==> src/rtl/serial_sub_pkg.sv <==
// Shared definitions for the serial subtractor: FSM state encoding,
// default sizing constants and the counter-width helper.
package serial_sub_pkg;

  typedef enum logic [1:0] {
    IDLE = 2'd0,
    RUN  = 2'd1,
    DONE = 2'd2
  } state_t;

  localparam int DEFAULT_WIDTH          = 32;
  localparam int DEFAULT_BITS_PER_CYCLE = 1;

  // Counter width to hold 0..n-1; never narrower than one bit so a
  // single-step configuration still elaborates a legal vector.
  function automatic int cnt_width(input int n);
    int w;
    w = $clog2(n);
    if (w < 1) begin
      w = 1;
    end else begin
      w = w;
    end
    return w;
  endfunction

endpackage

==> src/rtl/serial_subtractor_full_subtractor.sv <==
// One-bit full subtractor: d = a - b - bin, with borrow out.
import serial_sub_pkg::*;

module full_subtractor (
  input  logic a,
  input  logic b,
  input  logic bin,
  output logic d,
  output logic bout
);

  assign d    = a ^ b ^ bin;
  assign bout = (~a & b) | (~(a ^ b) & bin);

endmodule

==> src/rtl/serial_subtractor.sv <==
// Multi-cycle subtractor: out = in1 - in2, BITS_PER_CYCLE bits per clock,
// LSB first, using a borrow chain of full_subtractor cells.
// Optional feature macro SERIAL_SUB_OVF_EN adds the signed overflow output.
import serial_sub_pkg::*;

module serial_subtractor #(
  parameter int WIDTH          = DEFAULT_WIDTH,
  parameter int BITS_PER_CYCLE = DEFAULT_BITS_PER_CYCLE
) (
  input  logic             clk,
  input  logic             rst_n,
  input  logic             start,
  input  logic [WIDTH-1:0] in1,
  input  logic [WIDTH-1:0] in2,
  output logic             busy,
  output logic             done,
  output logic [WIDTH-1:0] out,
  output logic             borrow_out
`ifdef SERIAL_SUB_OVF_EN
  ,
  output logic             overflow
`endif
);

  localparam int N     = WIDTH / BITS_PER_CYCLE;
  localparam int CNT_W = cnt_width(N);
  localparam logic [CNT_W-1:0] LAST_CNT = CNT_W'(N - 1);
  localparam logic [CNT_W-1:0] CNT_ONE  = CNT_W'(1);

  // Reject configurations where the step size does not tile the operand.
  if ((BITS_PER_CYCLE < 1) || ((WIDTH % BITS_PER_CYCLE) != 0)) begin : g_bad_cfg
    $error("serial_subtractor: BITS_PER_CYCLE must divide WIDTH exactly");
  end

  state_t             state_r;
  state_t             state_n_s;
  logic [CNT_W-1:0]   cnt_r;
  logic [WIDTH-1:0]   a_r;
  logic [WIDTH-1:0]   b_r;
  logic [WIDTH-1:0]   res_r;
  logic [WIDTH-1:0]   res_next_s;
  logic               borrow_r;
  logic               accept_s;
  logic               run_step_s;
  logic               finish_s;
  logic               busy_n_s;
  logic               done_n_s;

  logic [BITS_PER_CYCLE-1:0] diff_s;
  logic [BITS_PER_CYCLE:0]   borrow_chain_s;

`ifdef SERIAL_SUB_OVF_EN
  logic a_msb_r;
  logic b_msb_r;
`endif

  // Per-cycle borrow chain over the low slice of both operand registers.
  assign borrow_chain_s[0] = borrow_r;

  for (genvar i = 0; i < BITS_PER_CYCLE; i++) begin : g_chain
    full_subtractor u_fs (
      .a    (a_r[i]),
      .b    (b_r[i]),
      .bin  (borrow_chain_s[i]),
      .d    (diff_s[i]),
      .bout (borrow_chain_s[i+1])
    );
  end

  // New difference bits enter from the MSB side; after N steps the first
  // slice computed has walked down to bit 0.
  assign res_next_s = WIDTH'({diff_s, res_r} >> BITS_PER_CYCLE);

  // Next-state and handshake decode for the IDLE/RUN/DONE sequencer.
  always_comb begin
    state_n_s  = state_r;
    accept_s   = 1'b0;
    run_step_s = 1'b0;
    finish_s   = 1'b0;
    case (state_r)
      IDLE, DONE: begin
        if (start) begin
          accept_s  = 1'b1;
          state_n_s = RUN;
        end else begin
          state_n_s = IDLE;
        end
      end
      RUN: begin
        run_step_s = 1'b1;
        if (cnt_r == LAST_CNT) begin
          finish_s  = 1'b1;
          state_n_s = DONE;
        end else begin
          state_n_s = RUN;
        end
      end
      default: begin
        state_n_s = IDLE;
      end
    endcase
    busy_n_s = (state_n_s == RUN);
    done_n_s = (state_n_s == DONE);
  end

  // State register and registered busy/done flags.
  always_ff @(posedge clk) begin
    if (!rst_n) begin
      state_r <= IDLE;
      busy    <= 1'b0;
      done    <= 1'b0;
    end else begin
      state_r <= state_n_s;
      busy    <= busy_n_s;
      done    <= done_n_s;
    end
  end

  // Operand capture, per-step shifting and result/flag update at the last step.
  always_ff @(posedge clk) begin
    if (!rst_n) begin
      cnt_r      <= {CNT_W{1'b0}};
      a_r        <= {WIDTH{1'b0}};
      b_r        <= {WIDTH{1'b0}};
      res_r      <= {WIDTH{1'b0}};
      borrow_r   <= 1'b0;
      out        <= {WIDTH{1'b0}};
      borrow_out <= 1'b0;
`ifdef SERIAL_SUB_OVF_EN
      a_msb_r    <= 1'b0;
      b_msb_r    <= 1'b0;
      overflow   <= 1'b0;
`endif
    end else if (accept_s) begin
      cnt_r    <= {CNT_W{1'b0}};
      a_r      <= in1;
      b_r      <= in2;
      res_r    <= {WIDTH{1'b0}};
      borrow_r <= 1'b0;
`ifdef SERIAL_SUB_OVF_EN
      a_msb_r  <= in1[WIDTH-1];
      b_msb_r  <= in2[WIDTH-1];
`endif
    end else if (run_step_s) begin
      cnt_r    <= cnt_r + CNT_ONE;
      a_r      <= a_r >> BITS_PER_CYCLE;
      b_r      <= b_r >> BITS_PER_CYCLE;
      res_r    <= res_next_s;
      borrow_r <= borrow_chain_s[BITS_PER_CYCLE];
      if (finish_s) begin
        out        <= res_next_s;
        borrow_out <= borrow_chain_s[BITS_PER_CYCLE];
`ifdef SERIAL_SUB_OVF_EN
        overflow   <= (a_msb_r ^ b_msb_r) & (a_msb_r ^ res_next_s[WIDTH-1]);
`endif
      end else begin
        out        <= out;
        borrow_out <= borrow_out;
      end
    end else begin
      cnt_r <= cnt_r;
    end
  end

endmodule

==> config.mk <==
export PLATFORM = sky130hd
export DESIGN_NAME = serial_subtractor
export DESIGN_NICKNAME = d
export VERILOG_FILES = /design/src/rtl/serial_sub_pkg.sv /design/src/rtl/serial_subtractor_full_subtractor.sv /design/src/rtl/serial_subtractor.sv
export SDC_FILE = /design/constraint.sdc
export NUM_CORES = 1
export LEC_CHECK = 0
export CAP_MARGIN = 30
export CORE_ASPECT_RATIO = 0.6
export CORE_MARGIN = 4
export CORE_UTILIZATION = 50
export DETAILED_ROUTE_END_ITERATION = 6
export PLACE_DENSITY = 0.77
export SYNTH_ARGS = -nofsm -noshare
export SYNTH_HDL_FRONTEND = slang
export SYNTH_SLANG_ARGS = --single-unit
==> constraint.sdc <==
create_clock -name clk -period 3 [get_ports clk]
set_clock_uncertainty 0.2 [all_clocks]
set_input_delay 0.75 -clock clk [delete_from_list [all_inputs] [get_ports clk]]
set_output_delay 0.75 -clock clk [all_outputs]
set_load 0.01 [all_outputs]
Word level (Yosys, flattened, before mapping)
Index checks and enable logic that the tools add are counted.
{"block": "word_totals", "input_bits": 67, "wordCells": 42, "reg_bits": 139}
{"block": "op_classes", "n_eq_ne": 5, "bitwise_logic": 9, "add_sub_neg": 1, "muxes": 12, "reduce_logical": 5}
{"op": "$mux W32", "count": 4}
{"op": "$mux W1", "count": 6}
{"op": "$add A5 B1 Y5 const B", "count": 1}
{"op": "$eq A5 B5 Y1 const B", "count": 1}
{"op": "$eq A2 B1 Y1 const B", "count": 2}
{"op": "$eq A2 B2 Y1 const B", "count": 2}
{"op": "$not A1 Y1", "count": 4}
{"op": "$pmux W2 S2", "count": 1}
{"op": "$reduce_or A2 Y1", "count": 2}
{"op": "$reduce_and A3 Y1", "count": 1}
{"op": "$and A1 B1 Y1", "count": 2}
{"op": "$logic_not A2 Y1", "count": 1}
{"op": "$mux W2", "count": 1}
{"op": "$reduce_bool A2 Y1", "count": 1}
{"op": "$xor A1 B1 Y1", "count": 2}
{"op": "$or A1 B1 Y1", "count": 1}

Logic depth before layout (Yosys ltp)
Gate-level depths: netlist of the first run.
{"block": "depth", "word_depth": 5, "mapped_depth": 8}

By module
From an unflattened synthesis of the first run, not the netlist that was laid out.
{"block": "unflattened", "hier_cells": 645, "area_unflattened_um2": 5331.4}
{"module": "serial_subtractor", "instances": 1, "area_per_inst_um2": 5300.1, "cells_each": 641}
{"module": "full_subtractor", "instances": 1, "area_per_inst_um2": 31.3, "cells_each": 4}

Least setup slack after synthesis of the first run
No wires, ideal clock.
{"block": "synth_timing", "path_type": "flip-flop to flip-flop", "from": "register cnt_r[0]", "to": "register out[26]", "stages_incl_launch_ff": 8, "arrival_ns": 1.531, "t_required_ns": 2.729, "setup_slack_ns": 1.199, "path_cell_list": "dfxtp_1 > ha_1 > and3_1 > ha_1 > nand3b_1 > clkbuf_1 > nand2_1 > a21oi_1"}
{"block": "synth_between", "elab_chain_len": 4}
{"element": "start: declaration", "line_no": "serial_subtractor.sv:37", "rtl": "logic [CNT_W-1:0] cnt_r;"}
{"element": "start signal: assignment", "line_no": "serial_subtractor.sv:122", "rtl": "cnt_r <= {CNT_W{1'b0}};"}
{"element": "start signal: assignment", "line_no": "serial_subtractor.sv:135", "rtl": "cnt_r <= {CNT_W{1'b0}};"}
{"element": "start signal: assignment", "line_no": "serial_subtractor.sv:145", "rtl": "cnt_r <= cnt_r + CNT_ONE;"}
{"element": "$eq A5 B5 Y1", "line_no": "serial_subtractor.sv:91", "rtl": "if (cnt_r == LAST_CNT) begin"}
{"element": "$mux W1", "line_no": "serial_subtractor.sv:91"}
{"element": "$mux W1", "line_no": "serial_subtractor.sv:80", "rtl": "case (state_r)"}
{"element": "$reduce_and A3 Y1 (no line)"}
{"element": "end signal: assignment", "line_no": "serial_subtractor.sv:127", "rtl": "out <= {WIDTH{1'b0}};"}
{"element": "end signal: assignment", "line_no": "serial_subtractor.sv:151", "rtl": "out <= res_next_s;"}
{"element": "end signal: assignment", "line_no": "serial_subtractor.sv:157", "rtl": "out <= out;"}
{"element": "end: declaration", "line_no": "serial_subtractor.sv:17", "rtl": "output logic [WIDTH-1:0] out,"}
No other way between the ends.
A chain may end at the register's enable or synchronous reset.

Final worst setup path of the first run
{"block": "layout_timing", "from": "register out[25]", "to": "output port out[25]"}
No word-level cell between the ends.

==> run summary, run 1 <==
FF-to-FF path depth: 4
Worst-path cell chain: clkdlybuf4s50_1
Insertion delay to the later sink of the worst-skew pair: 420 ps
Status: finished, final reports clean
Fmax: 440 MHz
Crit-path max cell delay: 550 ps
Drt via density: 5.39
Clk pwr share: 50.8%
Sw Pwr: 0.00104 W
DRT iter0 DRCs: 293
CTS Buffer Depth: 2
Routed WL: 12,600 µm
Cts bufs inserted: 17
Hold WS: 250 ps
Worst-Margin Slew: 721 ps
Net Count, Synth: 743
Global-route usage over all layers: 20.9%
Fin Setup TNS: 0 ps
RSZ-0062 raised after global routing: false
Area leader, netlist: dfxtp_1
I/O Buffers: 101
Static leakage: 2.37 nW
Root buf cell: clkbuf_16
WP depth: 1
Post-synth EDFFs: 0
Routed Antenna Nets: 0
Arrival @ worst endpoint: 1320 ps
Clock-pin slew on the worst setup and hold paths: 60 ps
DP Cell Count: 861
Grt ovf: 0
CP Capture Type: primary output
Top post-synthesis cells by area: dfxtp_1 52%, nand2_1 18%, a31oi_1 7.2%
Total power: 0.00474 W
Cell Area, Placed: 6260 µm²
Slowest cell on crit path: clkdlybuf4s50_1
Worst vdd ir: 0.466 mV
Internal Power: 0.00370 W
Yosys warns: 0
Die H: 87.5 µm
Hold depth: 2
Tmin final: 2270 ps
Final cell count without fillers: 893
Sw Ratio: 21.9%
Detailed Routing Iterations Pass 1: 5
H-Tree Level Count: 4
Max Cap Viol: 0
Core Rows: 28
Crit Path Class: flop to primary output
Type of origin of the critical path: flop
Hold Buf Count CTS: 0
Initial antenna violation count: 0
Met1 Use GR: 28.3%
Ant. Diodes: 0
Final cycle utilization of the critical path: 75.7%
Seq/Total Area, Yosys: 52.5%
First-pass GRT wire length: 21,000 µm
Synth top cells by count: 253 x nand2_1, 138 x dfxtp_1, 68 x a21oi_1, 62 x o21ai_0, 61 x a31oi_1
Net count reported at finish: 815
Routability Congestion: 0.791
Final Hold Fails: 0
CTS tree: yes
Clock sink count: 138
CP top delay family: buffers and inverters
DPL Wire Length: 7950 µm
Async SR Flop Fraction: 0%
Die width: 140 µm
Synth-to-Final Area Change: 31.9%
Post-CTS setup buffers: 0
Syn Std Cell Area: 5270 µm²
Syn_area_per_cell: 7.83 µm²
Boundary Pins: 102
Worst endpoint required time: 2050 ps
Vias in the first global route: 4,447
Final setup violation count: 0
Met2 Usage GRT: 32.5%
Buf/Inv on CP: 1
Pwr Density: 683 nW/µm²
Rel. slew slack: 51.9%
Drt wl/cell: 14.1 µm
Layout cell share with drive strength beyond 1: 5.94%
Die area: 12,300 µm²
Largest net degree at the start of global routing: 68
Initial Utilization: 52.4%
Placeable Area: 10,100 µm²
Met3 Use GR: 6.09%
Most used routing layer: met2
Post-synthesis cell type count: 29
Routed via count: 4,816
CP max FO: 2
Logic pwr share: 7.8%
Primary FF master, synth: dfxtp_1
Synth Register Bits: 138
Top cell type's share of synthesized area: 52.5%
Cells after Synth: 673
Most common cell in the netlist: nand2_1
Design Area, Final: 6940 µm²
Flop pwr share: 41.4%
Slew Limit Fails: 0
DRC viols: 0
Worst hold path type: flop to flop
Post-CTS Resized: 0
-- worst min-delay path, cell delays in order (launching register included) --
cell and delay (ps):
dfxtp_1 300, nand2_1 50, a21oi_1 50
-- metal layers --
metal | wire [µm] | share of wire, %
met1 | 6010 | 48
met2 | 5720 | 45
met3 | 753 | 6.0
met4 | 155 | 1.2
met5 | 0 | 0
-- state kept, by name (all words and copies together) (netlist names) --
signal	cells
res_r	31
b_r	32
cnt_r	5
out	32
a_r	32
done	1
borrow_r	1
busy	1
borrow_out	1
state_r	2
-- per-stage QoR --
step                      utilization (%)  setup WS, ps
after global placement               62.2           469
after floorplan                         -          1200
after CTS                            69.1           728
after global routing                 69.1           600
final                                69.1           730
after detailed placement             62.2           388
-- placed cells by master (no fill, tap or decap), types with 3 or more instances in the layout --
cell and n:
nand2_1 253, dfxtp_1 138, clkdlybuf4s50_1 100, a21oi_1 68, o21ai_0 62, a31oi_1 61
clkbuf_16 17, nor2_1 8, buf_4 7, bufinv_16 6, nand3_1 3, clkbuf_8 3
-- power by group through the flow --
stage / clock (W) / sequential [W] / combinational [W]
finish: 0.00241 / 0.00196 / 0.000371
global route: 0.00251 / 0.00197 / 0.000412
CTS: 0.00242 / 0.00196 / 0.000371
detailed placement: 0 / 0.00200 / 0.000366
global placement: 0 / 0.00200 / 0.000352
floorplan: 0 / 0.00199 / 0.000239
-- kinds of logic (layout without fill, tap and decap cells) --
family	count (synthesis)	after routing	synth area share, %
mux	1	1	0.190
compound gates	195	195	20.2
buf+inv	59	144	5.70
simple gates	275	275	20.3
flops	138	138	52.5
fa+ha+maj	3	3	0.855
xor+xnor	2	2	0.333
-- final cells by class --
class | instances | area (µm²)
Sequential cell | 138 | 2760
Fill cell | 778 | 3110
Inverter | 2 | 7.51
Multi-Input combinational cell | 476 | 2220
Clock inverter | 11 | 215
Timing Repair Buffer | 110 | 1100
Clock buffer | 21 | 470
Tap cell | 135 | 169
-- path summary, 6_finish.rpt --
kind         startpoint        end  slack [ps]
max             out[25]    out[25]         730
max reg2reg  state_r[0]  res_r[13]         910
min reg2reg     out[18]    out[18]         250
min             out[18]    out[18]         250
(Power assumes the default switching activity.)
==> inputs of run 2 (changes only) <==
clock period = 2.28 ns   (was 3 ns; I/O delays follow)
==> run summary, run 2 (synthesis results as in run 1) <==
Status: finished, final reports clean
Routed via count: 4,744 (-1.5%)
Final Hold Fails: 0 (unchanged)
RSZ-0062 raised after global routing: false
Final cycle utilization of the critical path: 92.6%
Tmin final: 2110 ps
Static leakage: 2.37 nW (about the same)
H-Tree Level Count: 4 (unchanged)
Cell Area, Placed: 6360 µm² (+1.6%)
Synth-to-Final Area Change: 31.6%
Post-CTS Resized: 0 (unchanged)
CP top delay family: simple AND/OR/NAND/NOR gates
PnR worst setup slack: 170 ps (-560 ps)
Vias in the first global route: 4,377 (-1.6%)
Worst vdd ir: 0.599 mV (+28%)
Drt wl/cell: 13.8 µm (-2.1%)
Fin Setup TNS: 0 ps (unchanged)
CTS tree: yes
Post-CTS setup buffers: 0 (unchanged)
Global-route usage over all layers: 21.1% (+0.11 points)
Initial Utilization: 52.4% (unchanged)
Arrival @ worst endpoint: 2220 ps (+900 ps)
Biggest regs: a_r: 32 flops, b_r: 32 flops, out: 32 flops
Register area: 2760 µm² (unchanged)
Detailed Routing Iterations Pass 1: 5 (unchanged)
Buf/Inv on CP: 1 (unchanged)
Die H: 87.5 µm (unchanged)
Post-layout util: 68.9% (-0.12 points)
Largest net degree at the start of global routing: 48 (-29%)
Pwr Density: 826 nW/µm² (+21%)
CTS Buffer Depth: 2 (unchanged)
Commonest non-fill, non-tap cell in the layout: nand2_1
FF-to-FF path depth: 7 (+3)
Clock-pin slew on the worst setup and hold paths: 50 ps (about the same)
Worst hold path type: flop to flop
Boundary Pins: 102 (unchanged)
Crit-path max cell delay: 390 ps (-160 ps)
Final setup violation count: 0 (unchanged)
Layout cell share with drive strength beyond 1: 6.41% (+0.47 points)
Setup WS pre-CTS: 173 ps (-215 ps)
Routed WL: 12,500 µm (-1.3%)
Fmax: 474 MHz
I/O Buffers: 101 (unchanged)
Rel. slew slack: 73.5% (+22 points)
Root buf cell: clkbuf_16
CP max FO: 33 (+31)
Hold Buf Count CTS: 0 (unchanged)
Crit Path Class: flop to flop
Critical path's most frequent cell: ha_1
Commonest non-fill, non-tap cells in the layout: 253 x nand2_1, 138 x dfxtp_1, 100 x clkdlybuf4s50_1
Worst-Margin Slew: 397 ps (-324 ps)
Die width: 140 µm (unchanged)
Placeable Area: 10,100 µm² (unchanged)
DRT iter0 DRCs: 321 (+9.6%)
Clock sink count: 138 (unchanged)
Area of the multi-input gates: 2220 µm² (unchanged)
Type of origin of the critical path: flop
Total power: 0.00573 W (+21%)
Design Area, Final: 6930 µm² (-0.18%)
Slew Limit Fails: 0 (unchanged)
Die area: 12,300 µm² (unchanged)
DRC viols: 0 (unchanged)
Hold depth: 2 (unchanged)
Worst endpoint required time: 2390 ps (+340 ps)
Routability Congestion: 0.798 (+0.87%)
Max Cap Viol: 0 (unchanged)
Slowest cell on crit path: dfxtp_1
Grt ovf: 0 (unchanged)
Ant. Diodes: 0 (unchanged)
CP Capture Type: flop
Initial antenna violation count: 0 (unchanged)
First-pass GRT wire length: 21,000 µm (+0.17%)
Routed Antenna Nets: 0 (unchanged)
Insertion delay to the later sink of the worst-skew pair: 410 ps (about the same)
Net count reported at finish: 822 (+0.86%)
Core Rows: 28 (unchanged)
WP depth: 7 (+6)
Fill count: 793 (+1.9%)
Worst-path cell chain: ha_1 > and3_1 > ha_1 > and3b_1 > buf_4 > nor2_1 > a211oi_1
Drt via density: 5.27 (-2.3%)
DPL Wire Length: 8080 µm (+1.6%)
Cts bufs inserted: 17 (unchanged)
-- run 2: changes by cell type in the layout (fill, tap and decap cells not counted) --
| cell | delta |
|---|---|
| buf_12 | +4 |
| buf_4 | +3 |
| clkinv_2 | +1 |
| clkinv_4 | -1 |
| clkbuf_1 | +3 |
| clkbuf_8 | +2 |
| bufinv_16 | -5 |
-- run 2: layout make-up --
type,count,area share (%)
clock inverters,6,0.884
well taps,135,2.44
inverters,2,0.108
multi-input cells,476,32.0
repair buffers,117,17.3
clock buffers,26,7.35
flip-flops and latches,138,39.9
-- run 2: path summary, 6_finish.rpt --
kind,start,end,slack [ps]
max,cnt_r[0],out[31],170
min,out[15],out[15],250
max reg2reg,cnt_r[0],out[31],170
min reg2reg,out[15],out[15],250
-- run 2: metrics by stage --
step | cells | hold WS [ps]
after CTS | 900 | 254
after detailed placement | 868 | 247
after global placement | 868 | 245
after global routing | 900 | 276
after floorplan | 673 | 232
final | 900 | 253
-- run 2: report_power, final --
part           leakage [nW]  internal (W)  switching [W]  total [W]
combinational         0.967      0.000236       0.000277   0.000514
clock                 0.280       0.00164       0.000987    0.00263
sequential             1.13       0.00252      0.0000608    0.00258
-- run 2: metal layers --
| metal | up-vias | wire length (µm) | GRT usage (%) |
|---|---|---|---|
| met5 | - | 0 | 0 |
| met4 | 0 | 169 | 7.21 |
| met3 | 17 | 708 | 5.81 |
| met2 | 133 | 5780 | 32.4 |
| met1 | 2175 | 5800 | 28.8 |
| li1 | 2419 | - | - |
-- run 2: worst register-to-register path, stage by stage, from the launching register on --
cell and delay (ps):
dfxtp_1 390, ha_1 190, and3_1 170, ha_1 190
and3b_1 210, buf_4 320, nor2_1 80, a211oi_1 260
==> inputs of run 3 (changes only) <==
REMOVE_ABC_BUFFERS = 1   (was unset)
==> run summary, run 3 (synthesis results as in run 1) <==
Status: finished, final reports clean
Cts bufs inserted: 17 (unchanged)
Static leakage: 2.39 nW (+0.82%)
Slowest cell on crit path: clkdlybuf4s50_1
Crit-path max cell delay: 560 ps (+170 ps)
Biggest regs: a_r: 32 flops, b_r: 32 flops, out: 32 flops
Worst hold path type: flop to flop
Final setup violation count: 0 (unchanged)
Die width: 140 µm (unchanged)
Vias in the first global route: 4,425 (+1.1%)
Insertion delay to the later sink of the worst-skew pair: 410 ps (about the same)
CTS tree: yes
Detailed Routing Iterations Pass 1: 5 (unchanged)
Worst-path cell chain: clkdlybuf4s50_1
DPL Wire Length: 7750 µm (-4.2%)
Final Hold Fails: 0 (unchanged)
CTS Buffer Depth: 2 (unchanged)
Rel. slew slack: 71.8% (-1.7 points)
Arrival @ worst endpoint: 1300 ps (-920 ps)
Buf/Inv on CP: 1 (unchanged)
Die H: 87.5 µm (unchanged)
Crit Path Class: flop to primary output
Hold Buf Count CTS: 0 (unchanged)
Worst endpoint required time: 1510 ps (-880 ps)
Placeable Area: 10,100 µm² (unchanged)
Post-CTS setup buffers: 0 (unchanged)
Type of origin of the critical path: flop
Clock-pin slew on the worst setup and hold paths: 60 ps (about the same)
DRC viols: 0 (unchanged)
Grt ovf: 0 (unchanged)
Initial Utilization: 52.4% (unchanged)
Pwr Density: 842 nW/µm² (+1.9%)
Tmin final: 2070 ps (-45.2 ps)
Max Cap Viol: 0 (unchanged)
Die area: 12,300 µm² (unchanged)
RSZ-0062 raised after global routing: false
Post-layout util: 69.6% (+0.68 points)
Ant. Diodes: 0 (unchanged)
CP top delay family: buffers and inverters
Global-route usage over all layers: 20.7% (-0.39 points)
Synth-to-Final Area Change: 32.9%
CP max FO: 2 (-94%)
DRT iter0 DRCs: 246 (-23%)
Routed via count: 4,749 (+0.11%)
I/O Buffers: 101 (unchanged)
Boundary Pins: 102 (unchanged)
Drt via density: 5.29 (+0.44%)
First-pass GRT wire length: 20,900 µm (-0.82%)
Final cycle utilization of the critical path: 90.6% (-2.0 points)
Final cell count without fillers: 897 (-0.33%)
Commonest non-fill, non-tap cells in the layout: 253 x nand2_1, 138 x dfxtp_1, 101 x clkdlybuf4s50_1
Worst-Margin Slew: 423 ps (+25.6 ps)
Largest net degree at the start of global routing: 79 (+65%)
Root buf cell: clkbuf_16
Net count reported at finish: 820 (-0.24%)
Routed Antenna Nets: 0 (unchanged)
Clock sink count: 138 (unchanged)
Core Rows: 28 (unchanged)
Fill count: 778 (-1.9%)
DP Cell Count: 866 (-0.23%)
Commonest non-fill, non-tap cell in the layout: nand2_1
Post-CTS Resized: 0 (unchanged)
Layout cell share with drive strength beyond 1: 6.43% (+0.025 points)
Drt wl/cell: 13.8 µm (-0.44%)
Fmax: 484 MHz (+2.2%)
Routed WL: 12,400 µm (-0.77%)
Initial antenna violation count: 0 (unchanged)
H-Tree Level Count: 4 (unchanged)
Routability Congestion: 0.769 (-3.6%)
CP Capture Type: primary output
Worst vdd ir: 0.642 mV (+7.3%)
Slew Limit Fails: 0 (unchanged)
-- run 3: layout make-up --
cell class	count	area, µm²	share of cell area (%)
flip-flops and latches	138	2760	39.5
multi-input cells	476	2220	31.7
repair buffers	115	1230	17.6
clock buffers	20	467	6.67
well taps	135	169	2.41
clock inverters	11	145	2.07
inverters	2	7.51	0.107
-- run 3: metal layers --
layer  global-route usage (%)  routed length [µm]  vias to the layer above
met1                     27.4                5770                     2195
met3                     5.54                 643                       10
met5                        0                   0                        -
met4                     6.51                 108                        0
met2                     33.3                5850                      130
li1                         -                   -                     2414
-- run 3: per-stage QoR --
step           setup TNS [ps]  total power (W)  cell area (µm²)  setup slack (ps)  hold slack (ps)
6_report                    0          0.00589             7000               215              254
5_1_grt                     0          0.00613             7000               140              278
4_1_cts                     0          0.00594             7000               195              256
3_5_place_dp                0          0.00314             6390               150              248
3_3_place_gp                0          0.00312             6390               227              247
2_1_floorplan         -104740          0.00287             4970             -1530              232
-- run 3: path summary, 6_finish.rpt --
path | startpoint | end | slack, ps | cells after the start
setup / recovery | out[30] | out[30] | 210 | 1
hold reg to reg | out[23] | out[23] | 250 | 2
setup reg to reg | cnt_r[0] | out[17] | 410 | 7
hold / removal | out[23] | out[23] | 250 | 2
-- run 3: where the power goes --
group	switching [W]	internal [W]	total (W)
combinational	0.000279	0.000237	0.000516
clock	0.000997	0.00180	0.00279
sequential	0.0000601	0.00252	0.00258
total	0.00134	0.00456	0.00589
